--- src/rtl/uart_rx_cfg.sv ---
`default_nettype none
// ============================================================================
// uart_rx_cfg : oversampled UART receiver with majority voting, parity/stop
//               options, break detection and valid/ready output.  Rev 1.0
// ============================================================================
module uart_rx_cfg #(
   parameter int DATA_BITS   = 8,
   parameter int OVERSAMPLE  = 16,
   parameter int SYNC_STAGES = 2
) (
   input  logic                 clk,
   input  logic                 reset,
   input  logic                 tick_os,
   input  logic                 rx_pin,
   input  logic [1:0]           parity_mode,
   input  logic                 two_stop,
   output logic [DATA_BITS-1:0] rx_data,
   output logic                 rx_valid,
   input  logic                 rx_ready,
   output logic                 parity_err,
   output logic                 frame_err,
   output logic                 break_det,
   output logic                 overrun_err,
   output logic                 busy
);

   localparam int CNT_W = $clog2(OVERSAMPLE);
   localparam int BIT_W = $clog2(DATA_BITS);
   localparam logic [CNT_W-1:0] c_last = CNT_W'(OVERSAMPLE - 1);
   localparam logic [CNT_W-1:0] c_s0   = CNT_W'(OVERSAMPLE / 2 - 1);
   localparam logic [CNT_W-1:0] c_s1   = CNT_W'(OVERSAMPLE / 2);
   localparam logic [CNT_W-1:0] c_dec  = CNT_W'(OVERSAMPLE / 2 + 1);
   localparam logic [BIT_W-1:0] c_bit_last = BIT_W'(DATA_BITS - 1);

   typedef enum logic [2:0] {
      S_IDLE      = 3'd0,
      S_START     = 3'd1,
      S_DATA      = 3'd2,
      S_PARITY    = 3'd3,
      S_STOP1     = 3'd4,
      S_STOP2     = 3'd5,
      S_WAIT_HIGH = 3'd6
   } state_t;

   logic [SYNC_STAGES-1:0] sync_q;
   state_t                 state_q, state_d;
   logic [CNT_W-1:0]       cnt_q, cnt_d;
   logic [BIT_W-1:0]       bit_q, bit_d;
   logic [1:0]             smp_q, smp_d;
   logic [DATA_BITS-1:0]   shreg_q, shreg_d;
   logic                   par_en_q, par_en_d;
   logic                   par_odd_q, par_odd_d;
   logic                   two_stop_q, two_stop_d;
   logic                   perr_q, perr_d;
   logic                   ferr_q, ferr_d;
   logic                   brk_q, brk_d;
   logic                   done_q, done_d;

   logic [DATA_BITS-1:0]   data_q;
   logic                   valid_q;
   logic                   perr_out_q;
   logic                   ferr_out_q;
   logic                   brk_out_q;
   logic                   ovr_q;

   logic w_rs;
   logic w_maj;
   logic w_dec;
   logic w_last;
   logic w_par_exp;
   logic w_accept;

   always_ff @(posedge clk or posedge reset) begin
      if (reset) begin
         sync_q <= '1;
      end else begin
         sync_q <= {sync_q[SYNC_STAGES-2:0], rx_pin};
      end
   end

   assign w_rs      = sync_q[SYNC_STAGES-1];
   // Third sample is the live synchronised level on the decision tick.
   assign w_maj     = (smp_q[0] & smp_q[1]) | (smp_q[0] & w_rs) | (smp_q[1] & w_rs);
   assign w_dec     = (cnt_q == c_dec);
   assign w_last    = (cnt_q == c_last);
   assign w_par_exp = (^shreg_q) ^ par_odd_q;

   always_ff @(posedge clk or posedge reset) begin
      if (reset) begin
         state_q    <= S_IDLE;
         cnt_q      <= '0;
         bit_q      <= '0;
         smp_q      <= 2'b11;
         shreg_q    <= '0;
         par_en_q   <= 1'b0;
         par_odd_q  <= 1'b0;
         two_stop_q <= 1'b0;
         perr_q     <= 1'b0;
         ferr_q     <= 1'b0;
         brk_q      <= 1'b0;
         done_q     <= 1'b0;
      end else begin
         state_q    <= state_d;
         cnt_q      <= cnt_d;
         bit_q      <= bit_d;
         smp_q      <= smp_d;
         shreg_q    <= shreg_d;
         par_en_q   <= par_en_d;
         par_odd_q  <= par_odd_d;
         two_stop_q <= two_stop_d;
         perr_q     <= perr_d;
         ferr_q     <= ferr_d;
         brk_q      <= brk_d;
         done_q     <= done_d;
      end
   end

   always_comb begin
      state_d    = state_q;
      cnt_d      = cnt_q;
      bit_d      = bit_q;
      smp_d      = smp_q;
      shreg_d    = shreg_q;
      par_en_d   = par_en_q;
      par_odd_d  = par_odd_q;
      two_stop_d = two_stop_q;
      perr_d     = perr_q;
      ferr_d     = ferr_q;
      brk_d      = brk_q;
      done_d     = 1'b0;

      if (tick_os) begin
         if (state_q != S_IDLE && state_q != S_WAIT_HIGH) begin
            cnt_d = w_last ? '0 : cnt_q + 1'b1;
         end
         if (cnt_q == c_s0) smp_d[0] = w_rs;
         if (cnt_q == c_s1) smp_d[1] = w_rs;

         case (state_q)
            S_IDLE: begin
               if (!w_rs) begin
                  state_d    = S_START;
                  cnt_d      = '0;
                  bit_d      = '0;
                  shreg_d    = '0;
                  par_en_d   = (parity_mode == 2'b01) || (parity_mode == 2'b10);
                  par_odd_d  = (parity_mode == 2'b10);
                  two_stop_d = two_stop;
                  perr_d     = 1'b0;
                  ferr_d     = 1'b0;
                  brk_d      = 1'b1;
               end
            end
            S_START: begin
               if (w_dec && w_maj) begin
                  state_d = S_IDLE;
               end else if (w_last) begin
                  state_d = S_DATA;
                  bit_d   = '0;
               end
            end
            S_DATA: begin
               if (w_dec) begin
                  shreg_d = {w_maj, shreg_q[DATA_BITS-1:1]};
                  if (w_maj) brk_d = 1'b0;
               end
               if (w_last) begin
                  if (bit_q == c_bit_last) begin
                     state_d = par_en_q ? S_PARITY : S_STOP1;
                  end else begin
                     bit_d = bit_q + 1'b1;
                  end
               end
            end
            S_PARITY: begin
               if (w_dec) begin
                  if (w_maj != w_par_exp) perr_d = 1'b1;
                  if (w_maj) brk_d = 1'b0;
               end
               if (w_last) state_d = S_STOP1;
            end
            S_STOP1: begin
               if (w_dec) begin
                  if (w_maj) brk_d  = 1'b0;
                  else       ferr_d = 1'b1;
                  if (!two_stop_q) begin
                     // Completing mid stop bit lets the next start edge be caught early.
                     done_d  = 1'b1;
                     state_d = w_maj ? S_IDLE : S_WAIT_HIGH;
                  end
               end else if (w_last && two_stop_q) begin
                  state_d = S_STOP2;
               end
            end
            S_STOP2: begin
               if (w_dec) begin
                  if (!w_maj) ferr_d = 1'b1;
                  done_d  = 1'b1;
                  state_d = (ferr_q || !w_maj) ? S_WAIT_HIGH : S_IDLE;
               end
            end
            S_WAIT_HIGH: begin
               if (w_rs) state_d = S_IDLE;
            end
            default: begin
               state_d = S_IDLE;
            end
         endcase
      end
   end

   assign w_accept = valid_q & rx_ready;

   always_ff @(posedge clk or posedge reset) begin
      if (reset) begin
         data_q     <= '0;
         valid_q    <= 1'b0;
         perr_out_q <= 1'b0;
         ferr_out_q <= 1'b0;
         brk_out_q  <= 1'b0;
         ovr_q      <= 1'b0;
      end else if (done_q && (!valid_q || w_accept)) begin
         data_q     <= shreg_q;
         valid_q    <= 1'b1;
         perr_out_q <= perr_q;
         ferr_out_q <= ferr_q;
         brk_out_q  <= brk_q;
         ovr_q      <= 1'b0;
      end else if (done_q) begin
         // Held word wins; the new frame is dropped and flagged.
         ovr_q <= 1'b1;
      end else if (w_accept) begin
         valid_q    <= 1'b0;
         perr_out_q <= 1'b0;
         ferr_out_q <= 1'b0;
         brk_out_q  <= 1'b0;
         ovr_q      <= 1'b0;
      end
   end

   assign rx_data     = data_q;
   assign rx_valid    = valid_q;
   assign parity_err  = perr_out_q;
   assign frame_err   = ferr_out_q;
   assign break_det   = brk_out_q;
   assign overrun_err = ovr_q;
   assign busy        = (state_q != S_IDLE);

endmodule
`default_nettype wire

--- config.mk ---
export PLATFORM = sky130hd
export DESIGN_NAME = uart_rx_cfg
export DESIGN_NICKNAME = d
export VERILOG_FILES = /design/src/rtl/uart_rx_cfg.sv
export SDC_FILE = /design/constraint.sdc
export NUM_CORES = 1
export LEC_CHECK = 0
export CORE_MARGIN = 4
export CORE_UTILIZATION = 51
export CTS_CLUSTER_DIAMETER = 40
export DETAILED_ROUTE_END_ITERATION = 6
export PLACE_DENSITY = 0.74
export SYNTH_ARGS = -nofsm -noshare
export SYNTH_HDL_FRONTEND = slang
export SYNTH_SLANG_ARGS = --single-unit
--- constraint.sdc ---
create_clock -name clk -period 1.9 [get_ports clk]
set_input_delay 0.285 -clock clk [delete_from_list [all_inputs] [get_ports clk]]
set_output_delay 0.285 -clock clk [all_outputs]
set_load 0.05 [all_outputs]
==> metrics.yaml <==
ctsRootBufferMaster: "clkbuf_8"
wl_per_cell_um: 15.0
wl_met1_mm: 2.04
synth_top_area_frac: 0.429
antennaDiodeCount: 0
synth_area_per_cell_um2: 10.8
setup_viol: 0
fin_ws_ns: 0.0832
fp.dieW_um: 74.0
grt_usage: 0.180
relSlewSlack: 0.668
drt_iter0_markers: 150
dieArea_um2: 5470
core_area_um2: 4120
grt_overflow: 0
port_buffers: 21
final_core_util: 0.668
start_util: 0.539
netlist_instances: 205
clk_latency_ns: 0.29
outcome: "completed"
wl_met2_mm: 2.13
finalHoldViolCount: 0
placementRows: 23
io_pins: 22
synth_edf_count: 0
htree_levels: 2
tritoncts: "yes"
n_fill_cell: 328
dr_total_vias: 1660
cts_buffers: 5
drv_cap: 0
timing.final.crit_share: 0.956
numClockSinks: 42
synthArstFlopShare: 1.00
ys_types: 56
antenna_found_initial: 0
drt_first_pass_iters: 5
final_nets: 262
synth_area_leader_cell: "dfrtp_1"
synth_warnings: 0
leakage_nw: 1.25
routed_wl_mm: 4.47
critical_path.max_fanout: 4
via_per_inst: 5.55
path_class: "flop to flop"
crit_required_ns: 2.07
place_area_um2: 2630
clk_path_buf_depth: 2
place_ws_ns: -0.00450
area.growth.synth_to_final_pct: 23.9
reg2reg_slack_ns: 0.08
rsz0062_at_grt: "false"
hold_class: "input pin to asynchronous set/reset pin"
syn_nets: 219
top_layer: "met4"
hpwlAfterDp_mm: 3.32
grt_pass1_wl_mm: 7.53
stdcell_count: 299
finalSetupTns_ns: 0
final.min_clock_period_ns: 1.82
cp.arrival_ns: 1.99
power_density_nw_per_um2: 1280
dp_cells: 290
synth_area_leaders: "dfrtp_1, mux2_2, dfstp_2, nand2_1, mux2i_1"
place_congestion: 0.939
tightest_slew_ns: 0.496
fmax_ghz: 0.550
antenna_left: 0
netlist_area_um2: 2220
dr_wl_met3_um: 243
route.detailed.drc: 0
clock_skew_ns: 0.00923
grt_pass1_vias: 1611
clk_pin_slew_ns: 0.08
yosysSeqAreaShare: 0.476
final_area_um2: 2750
crit_path_start_kind: "flop"
drive_above_1_share: 0.253
ir_drop_uv: 710
ys_ff_latch: 42
slew_viol_final: 0
synth_flop_cell: "dfrtp_1"
crit_path_end_kind: "flop"
die_h_um: 74.0
grt_start_max_net_pins: 43
==> cell families (layout without fill, tap and decap cells) <==
logic type | Yosys count | after routing | synth area share
xor gates and xnor gates | 10 | 10 | 0.0491
adders and majority gates | 7 | 7 | 0.0400
AOI/OAI and AO/OA | 37 | 37 | 0.115
DFF | 42 | 42 | 0.476
and+or+nand+nor | 67 | 67 | 0.169
buffers and inverters | 21 | 65 | 0.0491
muxes | 21 | 21 | 0.102
==> layout by cell type (no fill, tap or decap), drive strengths merged, types with 2 or more instances in the layout <==
master,synthesis,final
nor3,3,3
buf,8,26
xnor2,6,6
nand4b,2,2
mux2i,8,8
a211oi,2,2
dfstp,4,4
clkbuf,2,6
nor2,10,10
nor2b,2,2
nand3,5,5
nand2b,4,4
o21ai,15,15
inv,10,10
clkdlybuf4s50,0,20
o211ai,4,4
mux2,13,13
xor2,3,3
nand2,24,24
clkinv,1,3
and3,2,2
dfrtp,38,38
ha,6,6
a21oi,4,4
nor4,2,2
==> cell usage after synthesis, drive strengths merged, types with 5 or more instances <==
library cell / number
buf: 8
xnor2: 6
nand2: 24
o21ai: 15
nor2: 10
dfrtp: 38
ha: 6
mux2: 13
nand3: 5
mux2i: 8
inv: 10
==> per-stage QoR <==
stage,total power [mW],hold WS (ns)
final,3.52,0.342
after global routing,3.77,0.348
after CTS,3.48,0.350
after detailed placement,2.91,0.348
after global placement,2.88,0.349
after floorplan,2.39,0.289
==> worst max-delay path: stages (launching register included) <==
cell and delay [ns]:
dfrtp_1 0.42, inv_2 0.11, ha_4 0.15, and4bb_2 0.24, a211oi_1 0.09, o32a_2 0.34, a221o_1 0.34
==> where the power goes <==
part	switching [mW]	internal (mW)
sequential	0.216	1.13
combinational	0.849	0.771
clock	0.294	0.259
total	1.36	2.16
==> state kept, by name, indices dropped and copies added, names as in the netlist <==
signal / flops
bit_q: 3
break_det: 1
shreg_q: 8
brk_q: 1
perr_q: 1
frame_err: 1
state_q: 3
done_q: 1
overrun_err: 1
par_odd_q: 1
smp_q: 2
sync_q: 2
par_en_q: 1
two_stop_q: 1
rx_valid: 1
cnt_q: 4
parity_err: 1
ferr_q: 1
rx_data: 8
==> metal layers <==
layer	vias up	track usage
met5	-	0
met3	7	0.0432
met2	44	0.285
li1	808	-
met1	801	0.249
met4	0	0.0483
==> area by class of cell <==
type | count | area (µm²) | area share
Multi-Input combinational cell | 142 | 1080 | 0.393
Sequential cell | 42 | 1060 | 0.385
Timing Repair Buffer | 46 | 420 | 0.153
Clock buffer | 6 | 72.6 | 0.0264
Tap cell | 50 | 62.6 | 0.0228
Inverter | 11 | 41.3 | 0.0150
Clock inverter | 2 | 13.8 | 0.00501
==> worst paths after layout <==
check                      depth (start not counted)       from     endpoint
max                                                6   cnt_q[1]   state_q[2]
min                                                3      reset  overrun_err
max reg2reg                                        6   cnt_q[1]   state_q[2]
min reg2reg                                        0  sync_q[0]    sync_q[1]
max in group asynchronous                          3      reset    sync_q[0]
min in group clk                                   0  sync_q[0]    sync_q[1]
==> what timing repair did <==
action / in CTS / in global routing
setup buffers: 0 / 1
endpoints found under the setup margin: 1 / 4
gates cloned: 0 / 0
endpoints found under the hold margin: 0 / 0
resized for setup: 1 / 5
hold buffers: 0 / 0
pin swaps: 0 / 2
Power figures use the tool's default switching activity.
